## src/rtl/sr_btn_pulse_gen_if.sv

```systemverilog
// Button inputs and conditioned command outputs of the SR button pulse generator.
// The master drives the raw buttons, and the slave (the conditioner) drives the pulses, levels and count.
interface sr_btn_pulse_gen_if #(
  parameter int CNT_W = 8
);
  logic             set_btn;
  logic             clr_btn;
  logic             S;
  logic             R;
  logic             set_lvl;
  logic             clr_lvl;
  logic [CNT_W-1:0] set_cnt;

  modport master (
    output set_btn, clr_btn,
    input  S, R, set_lvl, clr_lvl, set_cnt
  );

  modport slave (
    input  set_btn, clr_btn,
    output S, R, set_lvl, clr_lvl, set_cnt
  );
endinterface

```

## src/rtl/sr_btn_pulse_gen.sv

```systemverilog
// Synchronises, debounces and edge-detects the set/clear buttons into one-cycle S/R
// pulses for a downstream SR flop, with debounced levels and a count of issued S pulses.
module sr_btn_pulse_gen #(
  parameter int DB_CYCLES = 16,
  parameter int CNT_W     = 8
) (
  input  logic              clk,
  input  logic              rst,
  sr_btn_pulse_gen_if.slave bus
);

  localparam int            DW      = (DB_CYCLES > 2) ? $clog2(DB_CYCLES) : 1;
  localparam logic [DW-1:0] DB_LAST = DW'(DB_CYCLES - 1);

  // Channel 0 is set, channel 1 is clear.
  logic [1:0]       raw;
  logic [1:0]       s1_q, s2_q;
  logic [1:0]       lvl_q, lvl_d;
  logic [1:0]       rise;
  logic [DW-1:0]    dcnt_q [2];
  logic [DW-1:0]    dcnt_d [2];
  logic             s_q, s_d;
  logic             r_q, r_d;
  logic [CNT_W-1:0] cnt_q, cnt_d;

  assign raw = {bus.clr_btn, bus.set_btn};

  always_comb begin
    lvl_d = lvl_q;
    rise  = '0;
    for (int i = 0; i < 2; i++) begin
      dcnt_d[i] = '0;
      if (s2_q[i] != lvl_q[i]) begin
        if (dcnt_q[i] == DB_LAST) begin
          lvl_d[i] = s2_q[i];
          rise[i]  = s2_q[i];
        end else begin
          dcnt_d[i] = dcnt_q[i] + DW'(1);
        end
      end
    end
    // A clear rising on the same edge wins; the set event is dropped outright.
    r_d   = rise[1];
    s_d   = rise[0] & ~rise[1];
    cnt_d = cnt_q + CNT_W'(s_d);
  end

  always_ff @(posedge clk or posedge rst) begin
    if (rst) begin
      s1_q  <= '0;
      s2_q  <= '0;
      lvl_q <= '0;
      for (int i = 0; i < 2; i++) dcnt_q[i] <= '0;
      s_q   <= 1'b0;
      r_q   <= 1'b0;
      cnt_q <= '0;
    end else begin
      s1_q  <= raw;
      s2_q  <= s1_q;
      lvl_q <= lvl_d;
      for (int i = 0; i < 2; i++) dcnt_q[i] <= dcnt_d[i];
      s_q   <= s_d;
      r_q   <= r_d;
      cnt_q <= cnt_d;
    end
  end

  assign bus.S       = s_q;
  assign bus.R       = r_q;
  assign bus.set_lvl = lvl_q[0];
  assign bus.clr_lvl = lvl_q[1];
  assign bus.set_cnt = cnt_q;

endmodule
```

## src/flat_wrapper.sv

```systemverilog
// flat-port wrapper written by rule: the top's interface ports become plain ports
module sr_btn_pulse_gen_flat 
#(
  parameter int DB_CYCLES = 16,
  parameter int CNT_W     = 8
)
  (clk, rst, bus_set_btn, bus_clr_btn, bus_S, bus_R, bus_set_lvl, bus_clr_lvl, bus_set_cnt);
  sr_btn_pulse_gen_if #(.CNT_W(CNT_W)) bus_i ();
  input  logic clk;
  input  logic rst;
  input wire logic [$bits(bus_i.set_btn)-1:0] bus_set_btn;
  input wire logic [$bits(bus_i.clr_btn)-1:0] bus_clr_btn;
  output wire logic [$bits(bus_i.S)-1:0] bus_S;
  output wire logic [$bits(bus_i.R)-1:0] bus_R;
  output wire logic [$bits(bus_i.set_lvl)-1:0] bus_set_lvl;
  output wire logic [$bits(bus_i.clr_lvl)-1:0] bus_clr_lvl;
  output wire logic [$bits(bus_i.set_cnt)-1:0] bus_set_cnt;
  assign bus_i.set_btn = bus_set_btn;
  assign bus_i.clr_btn = bus_clr_btn;
  assign bus_S = bus_i.S;
  assign bus_R = bus_i.R;
  assign bus_set_lvl = bus_i.set_lvl;
  assign bus_clr_lvl = bus_i.clr_lvl;
  assign bus_set_cnt = bus_i.set_cnt;
  sr_btn_pulse_gen #(.DB_CYCLES(DB_CYCLES), .CNT_W(CNT_W)) u_core (.clk(clk), .rst(rst), .bus(bus_i));
endmodule
```

## config.mk

```make
export PLATFORM = sky130hd
export DESIGN_NAME = sr_btn_pulse_gen_flat
export DESIGN_NICKNAME = d
export VERILOG_FILES = /design/src/rtl/sr_btn_pulse_gen_if.sv /design/src/rtl/sr_btn_pulse_gen.sv /design/src/flat_wrapper.sv
export SDC_FILE = /design/constraint.sdc
export NUM_CORES = 1
export LEC_CHECK = 0
export ABC_CLOCK_PERIOD_IN_PS = 3800
export CAP_MARGIN = 20
export CORE_MARGIN = 5
export CORE_UTILIZATION = 53
export CTS_BUF_LIST = sky130_fd_sc_hd__clkbuf_4 sky130_fd_sc_hd__clkbuf_8 sky130_fd_sc_hd__clkbuf_16
export DETAILED_ROUTE_END_ITERATION = 7
export PLACE_DENSITY = 0.78
export RECOVER_POWER = 100
export SLEW_MARGIN = 10
export SYNTH_ARGS = -nofsm -noshare
export SYNTH_HDL_FRONTEND = slang
export SYNTH_SLANG_ARGS = --single-unit
```

## constraint.sdc

```tcl
create_clock -name clk -period 3.8 [get_ports clk]
set_clock_uncertainty 0.2 [all_clocks]
set_input_delay 1.14 -clock clk [delete_from_list [all_inputs] [get_ports clk]]
set_output_delay 1.14 -clock clk [all_outputs]
set_load 0.1 [all_outputs]
```

---- Yosys cells after proc, flatten, opt, wreduce, memory -nomap -nowiden ----
Index checks and enable logic that the tools add are counted.
storage, ports and cells
  register bits after elaboration ......... 24
  input port bits ......................... 4
  output and inout bits ................... 12
  word-level logic and storage cells ...... 28
operators by class
  add/subtract/negate cells ............... 3
  equality and inequality tests ........... 4
  mux-type cells .......................... 8
  bitwise gates (word level) .............. 2
  reductions and logical operators ........ 2
operators with widths
  kind                   count
  $mux W4                4
  $add A4 B1 Y4 const B  2
  $add A8 B1 Y8          1
  $eq A4 B4 Y1 const B   2
  $mux W1                4
  $reduce_and A2 Y1      2
  $ne A1 B1 Y1           2
  $and A1 B1 Y1          1
  $not A1 Y1             1

---- Depth between registers and ports, before layout ----
Gate-level depths: netlist of run 1.
  word-level depth ........................ 6
  gate-level depth with buffers ........... 9
  gate-level depth less buffers ........... 9

---- Worst setup path before layout of run 1 ----
OpenSTA, ideal clock, no wires.
  path type ............................... flip-flop to flip-flop
  from .................................... reg u_core.lvl_q[1]
  to ...................................... reg u_core.cnt_q[6], in the netlist u_core.bus.set_cnt[6]
  library setup time ...................... 0.162 ns
  data arrival time ....................... 2.192 ns
  slack ................................... 1.246 ns
  stages on the path, launching flop included .. 8
  clock period less this slack ............ 2.554 ns
  path through ............................ dfrtp_1 nor3b_2 nor4b_1 ha_1 ha_1 nand3_1 nor2_1 xor2_1
between the ends
  longest elaborated chain between the ends .. 5
ends and longest elaborated chain
  item                    RTL line                text
  start, declared         sr_btn_pulse_gen.sv:18  logic [1:0] lvl_q, lvl_d;
  start signal, assigned  sr_btn_pulse_gen.sv:60  lvl_q <= lvl_d;
  $ne A1 B1 Y1            sr_btn_pulse_gen.sv:33  if (s2_q[i] != lvl_q[i]) begin
  $mux W1                 sr_btn_pulse_gen.sv:33
  via u_core.r_d          sr_btn_pulse_gen.sv:23  logic r_q, r_d;
  $not A1 Y1              sr_btn_pulse_gen.sv:44  s_d = rise[0] & ~rise[1];
  $and A1 B1 Y1           sr_btn_pulse_gen.sv:44
  via u_core.s_d          sr_btn_pulse_gen.sv:22  logic s_q, s_d;
  $add A8 B1 Y8           sr_btn_pulse_gen.sv:45  cnt_d = cnt_q + CNT_W'(s_d);
  via u_core.cnt_d[6]     sr_btn_pulse_gen.sv:24  logic [CNT_W-1:0] cnt_q, cnt_d;
  end signal, assigned    sr_btn_pulse_gen.sv:64  cnt_q <= cnt_d;
  end, declared           sr_btn_pulse_gen.sv:24
The timed path passes the listed nets, and every way through them passes these cells.
A chain may end at the register's enable or synchronous reset.

---- Worst setup path in the final report of run 1 ----
  from .................................... reg u_core.cnt_q[5], in the netlist u_core.bus.set_cnt[5]
  to ...................................... out bus_set_cnt[5]
RTL lines
  item           RTL line            text
  end, declared  flat_wrapper.sv:17  output wire logic [$bits(bus_i.set_cnt)-1:0] bus_set_cnt;
No word-level cell between the ends.

==> results of run 1 <==
-- synth_stat cells --
library cell | n | area share
a21oi_1 | 2 | 0.011
nor2b_1 | 2 | 0.013
nor3b_2 | 1 | 0.013
o21ai_0 | 1 | 0.0054
inv_1 | 2 | 0.0081
dfrtp_1 | 24 | 0.65
nand3_2 | 1 | 0.011
nand4b_1 | 1 | 0.0094
a21o_1 | 1 | 0.0081
nor4b_1 | 1 | 0.0094
nand2_1 | 3 | 0.012
nor3_2 | 1 | 0.011
xnor2_1 | 6 | 0.057
xor2_1 | 4 | 0.038
a31oi_1 | 1 | 0.0068
ha_1 | 4 | 0.054
nand3_1 | 3 | 0.016
mux2_2 | 2 | 0.024
nor2_1 | 4 | 0.016
a311oi_1 | 3 | 0.028
-- how the worst max path moves through the flow --
stage | slack (ps) | cells past startpoint | endpoint
after floorplan | 1250 | 7 | u_core.bus.set_cnt[6]
after global placement | 1360 | 9 | u_core.bus.set_cnt[6]
after detailed placement | 1350 | 2 | u_core.dcnt_q[6]
after CTS | 1330 | 9 | u_core.bus.set_cnt[6]
after global routing | 780 | 1 | bus_clr_lvl
final | 850 | 1 | bus_set_cnt[5]
-- layout make-up --
| type | count | area share |
|---|---|---|
| flip-flops and latches | 24 | 0.583 |
| clock buffers | 3 | 0.0218 |
| multi-input cells | 41 | 0.295 |
| well taps | 17 | 0.0206 |
| repair buffers | 15 | 0.0728 |
| inverters | 2 | 0.00728 |
-- per-layer routing --
metal,up-vias,track usage,share of wire
li1,276,-,-
met1,281,0.157,0.43
met5,-,0,0
met2,10,0.228,0.51
met3,2,0.0344,0.049
met4,0,0.0655,0.0093
-- state kept, by name, summed over array words and instances (netlist names) --
| name | count |
|---|---|
| u_core.bus.set_cnt | 8 |
| u_core.dcnt_q | 8 |
| u_core.lvl_q | 2 |
| u_core.s1_q | 2 |
| u_core.s2_q | 2 |
| u_core.bus.R | 1 |
| u_core.bus.S | 1 |
-- cells in the final DEF, fill, tap and decap left out, types with 2 or more instances in the layout --
master         instances
dfrtp_1               24
nor2_1                 4
nor2b_1                2
a21oi_1                2
clkbuf_1              12
mux2_2                 2
xnor2_1                6
nand3_1                4
ha_1                   4
clkbuf_4               3
inv_1                  2
nand2_1                3
dlygate4sd3_1          3
xor2_1                 4
a311oi_1               3
-- report_power, final --
group / leakage [nW] / switching [mW] / internal, mW
logic: 0.162 / 0.0109 / 0.00939
clock network: 0.0138 / 0.0629 / 0.0369
registers: 0.321 / 0.00691 / 0.263
-- per-stage QoR --
stage / instance area [µm²] / utilization / instances / hold slack, ps
global route: 1030 / 0.610 / 102 / 182
finish: 1030 / 0.610 / 102 / 164
floorplan: 927 / - / 67 / 131
global placement: 1070 / 0.633 / 99 / 132
CTS: 1090 / 0.646 / 102 / 168
detailed placement: 1070 / 0.633 / 99 / 141
-- cell families after synthesis --
family / synth area share
buffers and inverters: 0.00810
AOI/OAI and AO/OA: 0.0594
muxes: 0.0243
and+or+nand+nor: 0.112
DFF: 0.648
adders and majority gates: 0.0540
xor gates and xnor gates: 0.0945
==> impl_metrics.toml, run 1 <==
[power]
power_uw = 390
vdd_drop_max_uv = 199
cellPowerDensity_nw_per_um2 = 378
p_leak_nw = 0.497

[sta]
fin_setup_tns_ps = 0
finalHoldViolCount = 0
rsz0062_at_grt = "no"
setup_violations = 0
fin_ws_ps = 854
finalCritPeriodShare = 0.775
fmax_mhz = 339
drv_slew = 0
period_needed_ps = 2950
tightest_slew_ps = 1170
slew_headroom = 0.226

[global_routing]
grt_overflow_total = 0
grt.total_usage = 0.135
grt_pass1_vias = 628
antenna_found_initial = 0
grt_max_degree = 25
grt_first_pass_wirelength_um = 2660

[worst_setup_path]
cp_cell_sequence = "clkbuf_1"
end_kind = "primary output"
critPathTopFamily = "buffers and inverters"
crit_path_max_incr_delay_ps = 880
r2r_setup_slack_ps = 1370
ff2ff_path_depth = 8
reg2reg_from = "u_core.dcnt_q[0]"
worstReg2RegEnd = "u_core.bus.set_cnt[7]"
crit_start = "u_core.bus.set_cnt[5]"
critPathKind = "reg2out"
cp.buffers_inverters = 1
crit_path_top_delay_cell = "clkbuf_1"
crit_fanout = 4
required_ps = 2460
critPathArrivalTime_ps = 1610
start_kind = "flip-flop"

[die]
rows = 15
fp.dieH_um = 51.8
fp.dieW_um = 51.8
io_pins = 16
core_area_um2 = 1690
die_area_um2 = 2690
initial_utilization = 0.549

[synthesis]
syn_area_per_cell_um2 = 13.8
ys_seq_area_frac = 0.648
synth_nets = 75
yosys_register_bits = 24
ys_warn_count = 0
synth_cell_types = 20
syn_area_um2 = 927
synthCells = 67

[routing]
vias = 569
drt-vias-per-instance = 5.58
drt-total-wl_um = 1400
drc = 0
firstDrtPassIters = 3
antenna_left = 0
drtIter0Drc = 2
wl_per_cell_um = 13.7

[finish]
final_nets = 95
nFillCells = 147
multi_input_area_um2 = 304
area_delta_synth_final_pct = 11.2
drive_above_1_share = 0.0588
register_area_um2 = 601
diodes = 0

[hold_path]
hold_class = "reg2reg"
whs_path_depth = 0
hold_end = "u_core.s2_q[0]"
worstHoldStart = "u_core.s1_q[0]"

[cts]
cts_tree = "built"
cts.htree.levels = 1
clock_latency_ps = 290
ctsResizeCount = 0
cts_buffer_depth = 2
cts_setup_buffers = 0
cts_buffers = 3
cts-root-buf = "clkbuf_4"
postCtsHoldBufs = 0
clock_sinks = 24
path_clk_slew_ps = 110

[placed_design]
place_ws_ps = 1350
dp_hpwl_um = 1090
io_buffers = 15
gp_congestion = 0.712

[outcome]
status = "finished clean"

[flow_run]
cap_violations = 0
No activity file was read; power rests on OpenSTA's default activity.
==> run 2: changes to the inputs <==
--- a/config.mk
+++ b/config.mk
@@ -5,13 +5,13 @@
 export SDC_FILE = /design/constraint.sdc
 export NUM_CORES = 1
 export LEC_CHECK = 0
-export ABC_CLOCK_PERIOD_IN_PS = 3800
+export ABC_CLOCK_PERIOD_IN_PS = 2800
 export CAP_MARGIN = 20
 export CORE_MARGIN = 5
-export CORE_UTILIZATION = 53
+export CORE_UTILIZATION = 50
 export CTS_BUF_LIST = sky130_fd_sc_hd__clkbuf_4 sky130_fd_sc_hd__clkbuf_8 sky130_fd_sc_hd__clkbuf_16
 export DETAILED_ROUTE_END_ITERATION = 7
-export PLACE_DENSITY = 0.78
+export PLACE_DENSITY = 0.74
 export RECOVER_POWER = 100
 export SLEW_MARGIN = 10
 export SYNTH_ARGS = -nofsm -noshare
==> constraint.sdc (replaced) <==
create_clock -name clk -period 2.8 [get_ports clk]
set_clock_uncertainty 0.2 [all_clocks]
set_input_delay 0.84 -clock clk [delete_from_list [all_inputs] [get_ports clk]]
set_output_delay 0.84 -clock clk [all_outputs]
set_load 0.1 [all_outputs]
==> impl_metrics.toml, run 2 (synthesized netlist as in run 1, its figures left out) <==
[cts]
clock_latency_ps = 300
path_clk_slew_ps = 120
postCtsHoldBufs = 0
cts-root-buf = "clkbuf_4"
cts.htree.levels = 1
clock_sinks = 24
cts_buffer_depth = 2
cts_tree = "built"
cts_buffers = 3
ctsResizeCount = 0
cts_setup_buffers = 0

[routing]
drc = 0
firstDrtPassIters = 4
antenna_left = 0
drt-total-wl_um = 1360
vias = 566
drt-vias-per-instance = 5.10
wl_per_cell_um = 12.3
drtIter0Drc = 8

[global_routing]
grt_first_pass_wirelength_um = 2370
antenna_found_initial = 0
grt_max_degree = 25
grt_pass1_vias = 567
grt_overflow_total = 0
grt.total_usage = 0.120

[sta]
drv_slew = 0
period_needed_ps = 2410
slew_headroom = 0.193
finalHoldViolCount = 0
rsz0062_at_grt = "no"
fmax_mhz = 414
tightest_slew_ps = 1210
setup_violations = 0
fin_setup_tns_ps = 0
finalCritPeriodShare = 0.862
hold_ws_ps = 160
fin_ws_ps = 385

[worst_setup_path]
start_kind = "flip-flop"
critPathArrivalTime_ps = 2450
end_kind = "flip-flop"
reg2reg_from = "u_core.dcnt_q[0]"
required_ps = 2830
endpoint = "u_core.bus.set_cnt[6]"
r2r_setup_slack_ps = 390
crit_fanout = 4
crit_start = "u_core.dcnt_q[0]"
worstReg2RegEnd = "u_core.bus.set_cnt[6]"
critPathKind = "reg2reg"
ff2ff_path_depth = 9

[placed_design]
io_buffers = 15
dp_hpwl_um = 1020
gp_congestion = 0.689
place_ws_ps = 327
place_area_um2 = 1090

[flow_run]
cap_violations = 0

[die]
core_area_um2 = 1750
die_area_um2 = 2820
initial_utilization = 0.531
fp.dieH_um = 53.1
fp.dieW_um = 53.1
rows = 15
io_pins = 16

[finish]
mostFrequentLayoutCell = "dfrtp_1"
stdcell_area_um2 = 1060
area_delta_synth_final_pct = 14.3
layout_common_cells = "dfrtp_1 (24), clkbuf_2 (12), xnor2_1 (6)"
drive_above_1_share = 0.198
final_nets = 96
diodes = 0

[power]
vdd_drop_max_uv = 283
cellPowerDensity_nw_per_um2 = 504
p_leak_nw = 0.540

[hold_path]
hold_class = "reg2reg"

[outcome]
status = "finished clean"
## run 2: report_power, final
group / internal, mW / switching [mW] / total (mW)
sequential: 0.356 / 0.00886 / 0.365
combinational: 0.0131 / 0.0148 / 0.0279
clock: 0.0501 / 0.0910 / 0.141
total: 0.420 / 0.115 / 0.534
## run 2: critical path: stages, from the launching register on
cell	delay (ps)
dfrtp_1	430
ha_1	260
nand3_1	120
nor3b_1	70
nor4b_1	380
ha_1	260
ha_1	190
nand3_1	130
nor2_1	150
xor2_1	160
## run 2: how the worst min path moves through the flow
stage | from | to | slack (ps) | cells past startpoint
CTS | u_core.s1_q[0] | u_core.s2_q[0] | 160 | 0
finish | u_core.s1_q[0] | u_core.s2_q[0] | 160 | 0
global route | u_core.s1_q[0] | u_core.s2_q[0] | 180 | 0
detailed placement | u_core.s1_q[0] | u_core.s2_q[0] | 140 | 0
global placement | u_core.s1_q[1] | u_core.s2_q[1] | 140 | 0
floorplan | u_core.s1_q[0] | u_core.s2_q[0] | 130 | 0
## run 2: cell type report
| type | instances | area (µm²) |
|---|---|---|
| fillers | 155 | 686 |
| flip-flops and latches | 24 | 601 |
| well taps | 25 | 31.3 |
| multi-input cells | 41 | 304 |
| clock buffers | 3 | 22.5 |
| repair buffers | 16 | 93.8 |
| inverters | 2 | 7.51 |
## run 2: routing by layer
metal	GRT usage	wire, µm	part of all wire	vias up
met5	0	0	0	-
met4	0.0766	13	0.0096	0
met3	0.0254	58	0.043	2
met2	0.182	646	0.47	16
met1	0.153	642	0.47	278
li1	-	-	-	270
## run 2: stage by stage
stage | instances | power [mW] | util
6_report | 111 | 0.534 | 0.607
5_1_grt | 111 | 0.563 | 0.607
4_1_cts | 111 | 0.546 | 0.635
3_5_place_dp | 108 | 0.402 | 0.622
3_3_place_gp | 108 | 0.401 | 0.622
2_1_floorplan | 67 | 0.391 | -
